--- src/rtl/vga_out_pkg.sv ---
// vga_out_pkg: shared types and default timing constants for the LX45 VGA output stage.
package vga_out_pkg;

  localparam int CNT_W = 11;
  localparam logic [CNT_W-1:0] CNT_MAX = '1;

  localparam int H_NOMINAL         = 192;
  localparam int H_MIN_DEF         = H_NOMINAL - 4;
  localparam int H_MAX_DEF         = H_NOMINAL + 4;
  localparam int V_MIN_DEF         = 200;
  localparam int V_MAX_DEF         = 600;
  localparam int LOCK_FRAMES_DEF   = 4;
  localparam int UNLOCK_FRAMES_DEF = 2;

  typedef enum logic [1:0] {
    SEARCH,
    MEASURE,
    LOCKED
  } lockState_t;

endpackage

--- src/rtl/sync_lock_fsm.sv ---
// sync_lock_fsm: measures line/frame timing from the stage-1 syncs and decides
// whether the incoming video is stable enough to be shown.
module sync_lock_fsm
  import vga_out_pkg::*;
#(
  parameter int H_MIN         = H_MIN_DEF,
  parameter int H_MAX         = H_MAX_DEF,
  parameter int V_MIN         = V_MIN_DEF,
  parameter int V_MAX         = V_MAX_DEF,
  parameter int LOCK_FRAMES   = LOCK_FRAMES_DEF,
  parameter int UNLOCK_FRAMES = UNLOCK_FRAMES_DEF
) (
  input  logic             i_clk,
  input  logic             i_rstN,
  input  logic             i_hsS1,
  input  logic             i_vsS1,
  output logic             o_locked,
  output logic [CNT_W-1:0] o_hperiod,
  output logic [CNT_W-1:0] o_vlines
);

  // Frame counters are 4 bits wide, so lock/unlock thresholds up to 15 are supported.
  localparam int FCNT_W = 4;
  localparam logic [CNT_W-1:0]  H_MIN_C    = CNT_W'(H_MIN);
  localparam logic [CNT_W-1:0]  H_MAX_C    = CNT_W'(H_MAX);
  localparam logic [CNT_W-1:0]  V_MIN_C    = CNT_W'(V_MIN);
  localparam logic [CNT_W-1:0]  V_MAX_C    = CNT_W'(V_MAX);
  localparam logic [FCNT_W-1:0] LOCK_C     = FCNT_W'(LOCK_FRAMES);
  localparam logic [FCNT_W-1:0] UNLOCK_C   = FCNT_W'(UNLOCK_FRAMES);
  localparam logic [FCNT_W-1:0] FCNT_ONE   = FCNT_W'(1);
  localparam logic [CNT_W-1:0]  CNT_ONE    = CNT_W'(1);

  logic              r_hsS2;
  logic              r_vsS2;
  logic [CNT_W-1:0]  r_hc;
  logic [CNT_W-1:0]  r_vc;
  logic              r_lineBad;
  logic [FCNT_W-1:0] r_goodCnt;
  logic [FCNT_W-1:0] r_badCnt;
  lockState_t        r_state;

  logic              w_hFall;
  logic              w_vFall;
  logic              w_hMiss;
  logic              w_frameGood;
  logic              w_timeout;
  lockState_t        w_stateNext;
  logic [FCNT_W-1:0] w_goodNext;
  logic [FCNT_W-1:0] w_badNext;
  logic              w_lockedNext;

  assign w_hFall = !i_hsS1 && r_hsS2;
  assign w_vFall = !i_vsS1 && r_vsS2;
  assign w_hMiss = (r_hc < H_MIN_C) || (r_hc > H_MAX_C);

  // The line ending on a coincident hsync/vsync fall still belongs to the frame being closed.
  assign w_frameGood = !(r_lineBad || (w_hFall && w_hMiss)) &&
                       (r_vc >= V_MIN_C) && (r_vc <= V_MAX_C);

  // A saturated line counter that is just being reloaded by an hsync fall is a long line, not a lost signal.
  assign w_timeout = (r_hc == CNT_MAX) && !w_hFall;

  // Stage-2 copies of the syncs, used only to find falling edges.
  always_ff @(posedge i_clk or negedge i_rstN) begin
    if (!i_rstN) begin
      r_hsS2 <= 1'b1;
      r_vsS2 <= 1'b1;
    end else begin
      r_hsS2 <= i_hsS1;
      r_vsS2 <= i_vsS1;
    end
  end

  // Line length counter; hperiod saturates rather than wrapping after a dead line.
  always_ff @(posedge i_clk or negedge i_rstN) begin
    if (!i_rstN) begin
      r_hc      <= '0;
      o_hperiod <= '0;
    end else if (w_hFall) begin
      r_hc      <= '0;
      o_hperiod <= (r_hc == CNT_MAX) ? CNT_MAX : r_hc + CNT_ONE;
    end else if (r_hc != CNT_MAX) begin
      r_hc <= r_hc + CNT_ONE;
    end
  end

  // Lines-per-frame counter and the sticky bad-line flag for the current frame.
  always_ff @(posedge i_clk or negedge i_rstN) begin
    if (!i_rstN) begin
      r_vc      <= '0;
      r_lineBad <= 1'b0;
      o_vlines  <= '0;
    end else if (w_vFall) begin
      o_vlines  <= r_vc;
      r_vc      <= w_hFall ? CNT_ONE : '0;
      r_lineBad <= 1'b0;
    end else if (w_hFall) begin
      if (r_vc != CNT_MAX) begin
        r_vc <= r_vc + CNT_ONE;
      end
      if (w_hMiss) begin
        r_lineBad <= 1'b1;
      end
    end
  end

  // Lock FSM state, frame counters and the registered lock flag.
  always_ff @(posedge i_clk or negedge i_rstN) begin
    if (!i_rstN) begin
      r_state   <= SEARCH;
      r_goodCnt <= '0;
      r_badCnt  <= '0;
      o_locked  <= 1'b0;
    end else begin
      r_state   <= w_stateNext;
      r_goodCnt <= w_goodNext;
      r_badCnt  <= w_badNext;
      o_locked  <= w_lockedNext;
    end
  end

  // Next-state logic: lock after enough good frames, drop after enough bad ones, bail out on a dead line.
  always_comb begin
    w_stateNext  = r_state;
    w_goodNext   = r_goodCnt;
    w_badNext    = r_badCnt;
    w_lockedNext = o_locked;
    case (r_state)
      SEARCH: begin
        w_goodNext   = '0;
        w_badNext    = '0;
        w_lockedNext = 1'b0;
        if (w_vFall) begin
          w_stateNext = MEASURE;
        end
      end
      MEASURE: begin
        if (w_vFall) begin
          if (!w_frameGood) begin
            w_goodNext = '0;
          end else if ((r_goodCnt + FCNT_ONE) == LOCK_C) begin
            w_stateNext  = LOCKED;
            w_lockedNext = 1'b1;
            w_goodNext   = '0;
          end else begin
            w_goodNext = r_goodCnt + FCNT_ONE;
          end
        end
      end
      LOCKED: begin
        if (w_vFall) begin
          if (w_frameGood) begin
            w_badNext = '0;
          end else if ((r_badCnt + FCNT_ONE) == UNLOCK_C) begin
            w_stateNext  = SEARCH;
            w_lockedNext = 1'b0;
            w_badNext    = '0;
          end else begin
            w_badNext = r_badCnt + FCNT_ONE;
          end
        end
      end
      default: begin
        w_stateNext  = SEARCH;
        w_lockedNext = 1'b0;
      end
    endcase
    if (w_timeout) begin
      w_stateNext  = SEARCH;
      w_lockedNext = 1'b0;
      w_goodNext   = '0;
      w_badNext    = '0;
    end
  end

endmodule

--- src/rtl/vga_output_lx45.sv ---
// vga_output_lx45: two-stage output pipe from the scan converter to the VGA connector,
// with sync polarity, 3-3-2 to 4-4-4 colour expansion and lock-gated colour.
module vga_output_lx45
  import vga_out_pkg::*;
#(
  parameter int H_MIN         = H_MIN_DEF,
  parameter int H_MAX         = H_MAX_DEF,
  parameter int V_MIN         = V_MIN_DEF,
  parameter int V_MAX         = V_MAX_DEF,
  parameter int LOCK_FRAMES   = LOCK_FRAMES_DEF,
  parameter int UNLOCK_FRAMES = UNLOCK_FRAMES_DEF,
  parameter bit HS_POL        = 1'b0,
  parameter bit VS_POL        = 1'b0
) (
  input  logic             clk6m,
  input  logic             reset_n,
  input  logic             hsync_i,
  input  logic             vsync_i,
  input  logic             blank_i,
  input  logic [7:0]       rgb_i,
  output logic             vga_hs,
  output logic             vga_vs,
  output logic [3:0]       vga_r,
  output logic [3:0]       vga_g,
  output logic [3:0]       vga_b,
  output logic             locked,
  output logic [CNT_W-1:0] hperiod,
  output logic [CNT_W-1:0] vlines
);

  logic       r_hsS1;
  logic       r_vsS1;
  logic       r_blankS1;
  logic [7:0] r_rgbS1;
  logic       w_colourOn;

  // Colour is shown only on active pixels once the timing is trusted.
  assign w_colourOn = !r_blankS1 && locked;

  // Stage 1: capture everything from the scan converter on the same edge.
  always_ff @(posedge clk6m or negedge reset_n) begin
    if (!reset_n) begin
      r_hsS1    <= 1'b1;
      r_vsS1    <= 1'b1;
      r_blankS1 <= 1'b1;
      r_rgbS1   <= '0;
    end else begin
      r_hsS1    <= hsync_i;
      r_vsS1    <= vsync_i;
      r_blankS1 <= blank_i;
      r_rgbS1   <= rgb_i;
    end
  end

  // Stage 2: drive the pins; syncs always pass, colour is expanded by repeating its top bits.
  always_ff @(posedge clk6m or negedge reset_n) begin
    if (!reset_n) begin
      vga_hs <= HS_POL;
      vga_vs <= VS_POL;
      vga_r  <= '0;
      vga_g  <= '0;
      vga_b  <= '0;
    end else begin
      vga_hs <= r_hsS1 ^ HS_POL;
      vga_vs <= r_vsS1 ^ VS_POL;
      vga_r  <= w_colourOn ? {r_rgbS1[7:5], r_rgbS1[7]} : 4'h0;
      vga_g  <= w_colourOn ? {r_rgbS1[4:2], r_rgbS1[4]} : 4'h0;
      vga_b  <= w_colourOn ? {r_rgbS1[1:0], r_rgbS1[1:0]} : 4'h0;
    end
  end

  sync_lock_fsm #(
    .H_MIN        (H_MIN),
    .H_MAX        (H_MAX),
    .V_MIN        (V_MIN),
    .V_MAX        (V_MAX),
    .LOCK_FRAMES  (LOCK_FRAMES),
    .UNLOCK_FRAMES(UNLOCK_FRAMES)
  ) u_syncLock (
    .i_clk    (clk6m),
    .i_rstN   (reset_n),
    .i_hsS1   (r_hsS1),
    .i_vsS1   (r_vsS1),
    .o_locked (locked),
    .o_hperiod(hperiod),
    .o_vlines (vlines)
  );

endmodule

--- config.mk ---
export PLATFORM = sky130hd
export DESIGN_NAME = vga_output_lx45
export DESIGN_NICKNAME = d
export VERILOG_FILES = /design/src/rtl/vga_out_pkg.sv /design/src/rtl/sync_lock_fsm.sv /design/src/rtl/vga_output_lx45.sv
export SDC_FILE = /design/constraint.sdc
export NUM_CORES = 1
export LEC_CHECK = 0
export ABC_AREA = 1
export CORE_MARGIN = 2
export CORE_UTILIZATION = 41
export CTS_CLUSTER_DIAMETER = 200
export DETAILED_ROUTE_END_ITERATION = 7
export GPL_ROUTABILITY_DRIVEN = 1
export PLACE_DENSITY = 0.74
export SYNTH_ARGS = -nofsm -noshare
export SYNTH_HDL_FRONTEND = slang
export SYNTH_SLANG_ARGS = --single-unit
--- constraint.sdc ---
create_clock -name clk6m -period 2.5 [get_ports clk6m]
set_clock_uncertainty 0.05 [all_clocks]
set_input_delay 0.75 -clock clk6m [delete_from_list [all_inputs] [get_ports clk6m]]
set_output_delay 0.75 -clock clk6m [all_outputs]
set_load 0.05 [all_outputs]
==> results of run 1 <==
-- worst max path at each step --
stage / endpoint / from / cells after the start
global route: locked / u_syncLock.o_locked$_DFFE_PN0P_ / 1
detailed placement: u_syncLock.r_vc[7]$_DFFE_PN0P_ / u_syncLock.r_vc[0]$_DFFE_PN0P_ / 12
CTS: locked / u_syncLock.o_locked$_DFFE_PN0P_ / 1
floorplan: u_syncLock.o_locked$_DFFE_PN0P_ / u_syncLock.r_hc[0]$_DFFE_PN0N_ / 12
global placement: locked / u_syncLock.o_locked$_DFFE_PN0P_ / 1
finish: locked / u_syncLock.o_locked$_DFFE_PN0P_ / 1
-- area by class of cell --
| type | instances | share of cell area |
|---|---|---|
| Sequential cell | 79 | 0.446 |
| Multi-Input combinational cell | 260 | 0.304 |
| Tap cell | 108 | 0.0304 |
| Timing Repair Buffer | 53 | 0.119 |
| Clock inverter | 5 | 0.0239 |
| Inverter | 53 | 0.0470 |
| Clock buffer | 11 | 0.0296 |
-- state kept, by name (all words and copies together) (netlist names) --
signal / count
vga_g: 3
vga_hs: 1
r_rgbS1: 8
r_hsS1: 1
vga_r: 3
u_syncLock.r_hc: 11
u_syncLock.r_goodCnt: 4
u_syncLock.r_lineBad: 1
u_syncLock.o_hperiod: 11
r_blankS1: 1
u_syncLock.r_hsS2: 1
vga_b: 2
u_syncLock.r_badCnt: 4
u_syncLock.o_locked: 1
u_syncLock.r_vc: 11
u_syncLock.r_state: 2
u_syncLock.o_vlines: 11
u_syncLock.r_vsS2: 1
r_vsS1: 1
vga_vs: 1
-- routing by layer --
layer | vias up | wire length [um] | global-route usage
li1 | 1362 | - | -
met1 | 1297 | 3180 | 0.217
met2 | 73 | 3510 | 0.263
met3 | 11 | 294 | 0.0408
met4 | 0 | 112 | 0.0673
met5 | - | 0 | 0
-- cells by family after synthesis --
family | synth area share
AOI/OAI and AO/OA | 0.0875
xor gates and xnor gates | 0.0267
adders and majority gates | 0.0278
buffers and inverters | 0.0747
DFF | 0.551
and+or+nand+nor | 0.233
-- Yosys cell counts, types with 4 or more instances --
cell / count
xor2_1: 8
ha_1: 8
nor3_1: 5
inv_2: 4
clkbuf_1: 6
dfrtp_1: 74
dfstp_2: 5
nand3_1: 20
buf_4: 5
nand2_1: 81
o21ai_0: 27
a21oi_1: 8
nor2_1: 55
o21ai_1: 15
inv_1: 47
nand2_2: 6
-- per-stage QoR --
| step | power, W | utilization | hold slack (ns) | instances |
|---|---|---|---|---|
| floorplan | 0.00216 | - | 0.307 | 403 |
| global placement | 0.00241 | 0.487 | 0.311 | 553 |
| detailed placement | 0.00245 | 0.487 | 0.317 | 553 |
| CTS | 0.00358 | 0.515 | 0.328 | 569 |
| global route | 0.00376 | 0.515 | 0.337 | 569 |
| finish | 0.00355 | 0.515 | 0.319 | 569 |
-- power by group --
| group | internal [W] | switching (W) | leakage, nW | total [W] |
|---|---|---|---|---|
| Clock | 0.000666 | 0.000457 | 0.114 | 0.00112 |
| Combinational | 0.000300 | 0.000625 | 0.929 | 0.000924 |
| Sequential | 0.00140 | 0.0000962 | 1.04 | 0.00150 |
| Total | 0.00237 | 0.00118 | 2.08 | 0.00355 |
==> qor.csv, run 1 <==
metric,value,unit
status,"complete, no violations",
report.final.slew_viol_count,0,
hp-class,primary input to async pin,
p_leak,2.08,nW
path_delay_family,buffers and inverters,
synthArstFlopShare,1.00,
start_kind,flop,
gp_congestion,0.869,
crit_path_top_delay_cell,clkdlybuf4s50_1,
layout_commonest_cell,nand2_1,
track_usage,0.165,
dieArea,0.00955,mm^2
timing.fmax,426,MHz
nets,477,
tightest_slew,0.507,ns
synthFlopType,dfrtp_1,
htreeDepth,3,
yosysUniqueCellTypes,33,
multi_input_area,0.00135,mm^2
reg2reg_from,u_syncLock.r_vc[0]$_DFFE_PN0P_,
grt_max_degree,41,
post_dp_cell_area,0.00421,mm^2
period_minus_slack,2.35,ns
arrival,1.55,ns
crit_type,flop to output port,
cts_tree,done,
drive_above_1_share,0.106,
cp-end-kind,output port,
setup-tns-final,0,ns
fill_cells,766,
slowest_delay,0.82,ns
fp-row-count,34,
antennaDiodeCount,0,
synth_top_area_share,0.514,
crit_chain,clkdlybuf4s50_1,
synth_nets,424,
syn_area,0.00360,mm^2
fin_crit_sh,0.939,
wl_per_cell,12.5,um
boundaryPins,50,
yosys_warnings,0,
r2r_slack,0.49,ns
final_hold_viol_count,0,
via_count,2743,
r2r_end,u_syncLock.r_vc[7]$_DFFE_PN0P_,
synth-edff-count,0,
cp.required,1.70,ns
syn_inst,403,
wirelength,7.09,mm
hold_buffers,0,
yosys.area.top_type,dfrtp_1,
root_buffer,clkbuf_8,
grt_pass1_wl,12.8,mm
dp_slack,0.501,ns
area_delta_synth_final,23.4,%
die_width,97.7,um
worstRegToRegCells,12,
grt.overflow.total,0,
start_util,0.417,
setup_viol_count_final,0,
cts.sinks,79,
cts_made_buffers,9,
maxSlewHeadroom,0.661,
synthTopCellsByArea,"dfrtp_1 51%, nand2_1 8.4%, nor2_1 5.7%, inv_1 4.9%, o21ai_0 3.8%",
synth_area_per_cell,8.94,um^2
drtAntennaViolNets,0,
rsz0062_at_grt,no,
stdcell_area,0.00445,mm^2
clock_latency,0.35,ns
ys_ff_latch,79,
die_h,97.7,um
cts_setup_buffers,0,
critPathBufInv,1,
ys_seq_area_frac,0.551,
final-seq-area,0.00198,mm^2
core-area,0.00864,mm^2
hpwl,5.03,mm
antenna_found_initial,0,
detail_route.first_pass.iterations,4,
final_cell_mix,"81 x nand2_1, 74 x dfrtp_1, 55 x nor2_1, 48 x clkdlybuf4s50_1, 47 x inv_1",
path_clk_slew,0.08,ns
cts.repair.resized,0,
grt_pass1_vias,2779,
drc_errors,0,
clockBufferDepth,2,
p_per_area,798,mW/mm^2
drv_cap,0,
cp_max_fo,3,
final.setup.worst_slack,0.151,ns
drtIter0Drc,113,
ir_drop,0.343,mV
viasPerCell,4.82,
io_buffers,49,
(Power assumes the default switching activity.)
==> run 2, diff against run 1 <==
CORE_UTILIZATION = 40   (was 41)
PLACE_DENSITY = 0.72   (was 0.74)
==> run 2 against run 1 <==
  * Total power shrank 3.5%
  * Global-route usage shrank 1.6 points
  * Critical path type unchanged
  * Clock-buffer cell count is the same
  * Via count shrank 0.55%
  * Register-to-register slack is essentially flat
  * Maximum frequency grew 0.33%
  * Non-clock buffer count grew 2
  * Clock power shrank 9.8%
  * Wire length shrank 2.9%
  * Cell count grew 0.35%
==> qor.csv, run 2 (synthesized netlist as in run 1, its figures left out) <==
metric,value,unit,change
report.final.slew_viol_count,0,,unchanged
wl_per_cell,12.1,um,-3.2%
boundaryPins,50,,unchanged
period_minus_slack,2.34,ns,-0.00773 ns
crit_path_top_delay_cell,clkdlybuf4s50_1,,
arrival,1.54,ns,about the same
via_count,2728,,-0.55%
status,"complete, no violations",,
layout_commonest_cell,nand2_1,,
cts_made_buffers,9,,unchanged
wirelength,6.89,mm,-2.9%
final_cell_mix,"81 x nand2_1, 74 x dfrtp_1, 55 x nor2_1, 48 x clkdlybuf4s50_1, 47 x inv_1",,
viasPerCell,4.78,,-0.90%
grt_pass1_wl,11.8,mm,-7.5%
htreeDepth,3,,unchanged
timing.fmax,427,MHz,+0.33%
hp-class,primary input to async pin,,
dieArea,0.00978,mm^2,+2.4%
core-area,0.00872,mm^2,+0.99%
hpwl,4.95,mm,-1.5%
drc_errors,0,,unchanged
rsz0062_at_grt,no,,
final.setup.worst_slack,0.159,ns,+0.00773 ns
grt_max_degree,37,,-9.8%
nets,479,,+0.42%
ir_drop,0.368,mV,+7.3%
grt.overflow.total,0,,unchanged
fill_cells,811,,+5.9%
cts.repair.resized,0,,unchanged
area_delta_synth_final,23.2,%,
drtAntennaViolNets,0,,unchanged
grt_pass1_vias,2656,,-4.4%
root_buffer,clkbuf_8,,
final-seq-area,0.00198,mm^2,unchanged
path_clk_slew,0.08,ns,about the same
cp.required,1.70,ns,about the same
start_kind,flop,,
path_delay_family,buffers and inverters,,
hold_buffers,0,,unchanged
detail_route.first_pass.iterations,4,,unchanged
clockBufferDepth,2,,unchanged
drv_cap,0,,unchanged
io_buffers,49,,unchanged
die_h,98.9,um,+1.2%
cts_tree,done,,
cts_setup_buffers,0,,unchanged
setup-tns-final,0,ns,unchanged
die_width,98.9,um,+1.2%
final_hold_viol_count,0,,unchanged
instances_no_fill,571,,+0.35%
maxSlewHeadroom,0.663,,+0.00198
crit_chain,clkdlybuf4s50_1,,
gp_congestion,0.926,,+6.6%
worst_hold_slack,0.232,ns,-0.0869 ns
slowest_delay,0.82,ns,about the same
drive_above_1_share,0.110,,+0.00386
critPathBufInv,1,,unchanged
fp-row-count,34,,unchanged
setup_viol_count_final,0,,unchanged
clock_latency,0.35,ns,about the same
start_util,0.413,,-0.00407
dp_slack,0.519,ns,+0.0180 ns
cts.sinks,79,,unchanged
tightest_slew,0.504,ns,-0.00296 ns
totalPowerFinal,0.00342,W,-3.5%
track_usage,0.149,,-0.0161
dp.cells,555,,+0.36%
multi_input_area,0.00135,mm^2,unchanged
antenna_found_initial,0,,unchanged
cp_max_fo,3,,unchanged
drtIter0Drc,122,,+8.0%
p_leak,2.09,nW,+0.15%
antennaDiodeCount,0,,unchanged
p_per_area,771,mW/mm^2,-3.4%
fin_crit_sh,0.936,,-0.00309
cp-end-kind,output port,,
crit_type,flop to output port,,
## run 2: cell types whose count changed in the layout (fill, tap and decap cells not counted)
| cell | change |
|---|---|
| clkinv_2 | +1 |
| clkinv_4 | +1 |
| buf_4 | +2 |
| clkinvlp_4 | -1 |
| bufinv_16 | -1 |
## run 2: area by class of cell
| class | count | area share |
|---|---|---|
| Timing Repair Buffer | 55 | 0.123 |
| Tap cell | 108 | 0.0305 |
| Inverter | 53 | 0.0471 |
| Clock buffer | 11 | 0.0296 |
| Clock inverter | 5 | 0.0186 |
| Multi-Input combinational cell | 260 | 0.304 |
| Sequential cell | 79 | 0.447 |
## run 2: worst paths after layout
kind / from / end / slack, ns / depth (start not counted)
max in group asynchronous: reset_n / r_blankS1$_DFF_PN1_ / 1.52 / 2
hold reg to reg: r_hsS1$_DFF_PN1_ / u_syncLock.r_hsS2$_DFF_PN1_ / 0.33 / 0
min in group clk6m: r_hsS1$_DFF_PN1_ / u_syncLock.r_hsS2$_DFF_PN1_ / 0.33 / 0
setup reg to reg: u_syncLock.r_vc[0]$_DFFE_PN0P_ / u_syncLock.r_vc[8]$_DFFE_PN0P_ / 0.50 / 12
hold / removal: reset_n / u_syncLock.o_vlines[2]$_DFFE_PN0P_ / 0.23 / 1
setup / recovery: u_syncLock.o_locked$_DFFE_PN0P_ / locked / 0.16 / 1
## run 2: power breakdown
| group | switching (W) | leakage (nW) | internal (W) |
|---|---|---|---|
| combinational | 0.000613 | 0.939 | 0.000301 |
| sequential | 0.0000928 | 1.04 | 0.00140 |
| clock | 0.000446 | 0.107 | 0.000565 |
| total | 0.00115 | 2.09 | 0.00227 |
## run 2: through the flow
stage / instance area, um^2 / utilization
after floorplan: 3600 / -
after global placement: 4220 / 0.484
after detailed placement: 4220 / 0.484
after CTS: 4440 / 0.509
after global routing: 4440 / 0.509
final: 4440 / 0.509
## run 2: layer usage
metal,share of wire,GRT usage,vias up
met3,0.049,0.0355,8
met2,0.48,0.248,57
met5,0,0,-
met1,0.45,0.187,1296
met4,0.012,0.0580,0
li1,-,-,1367
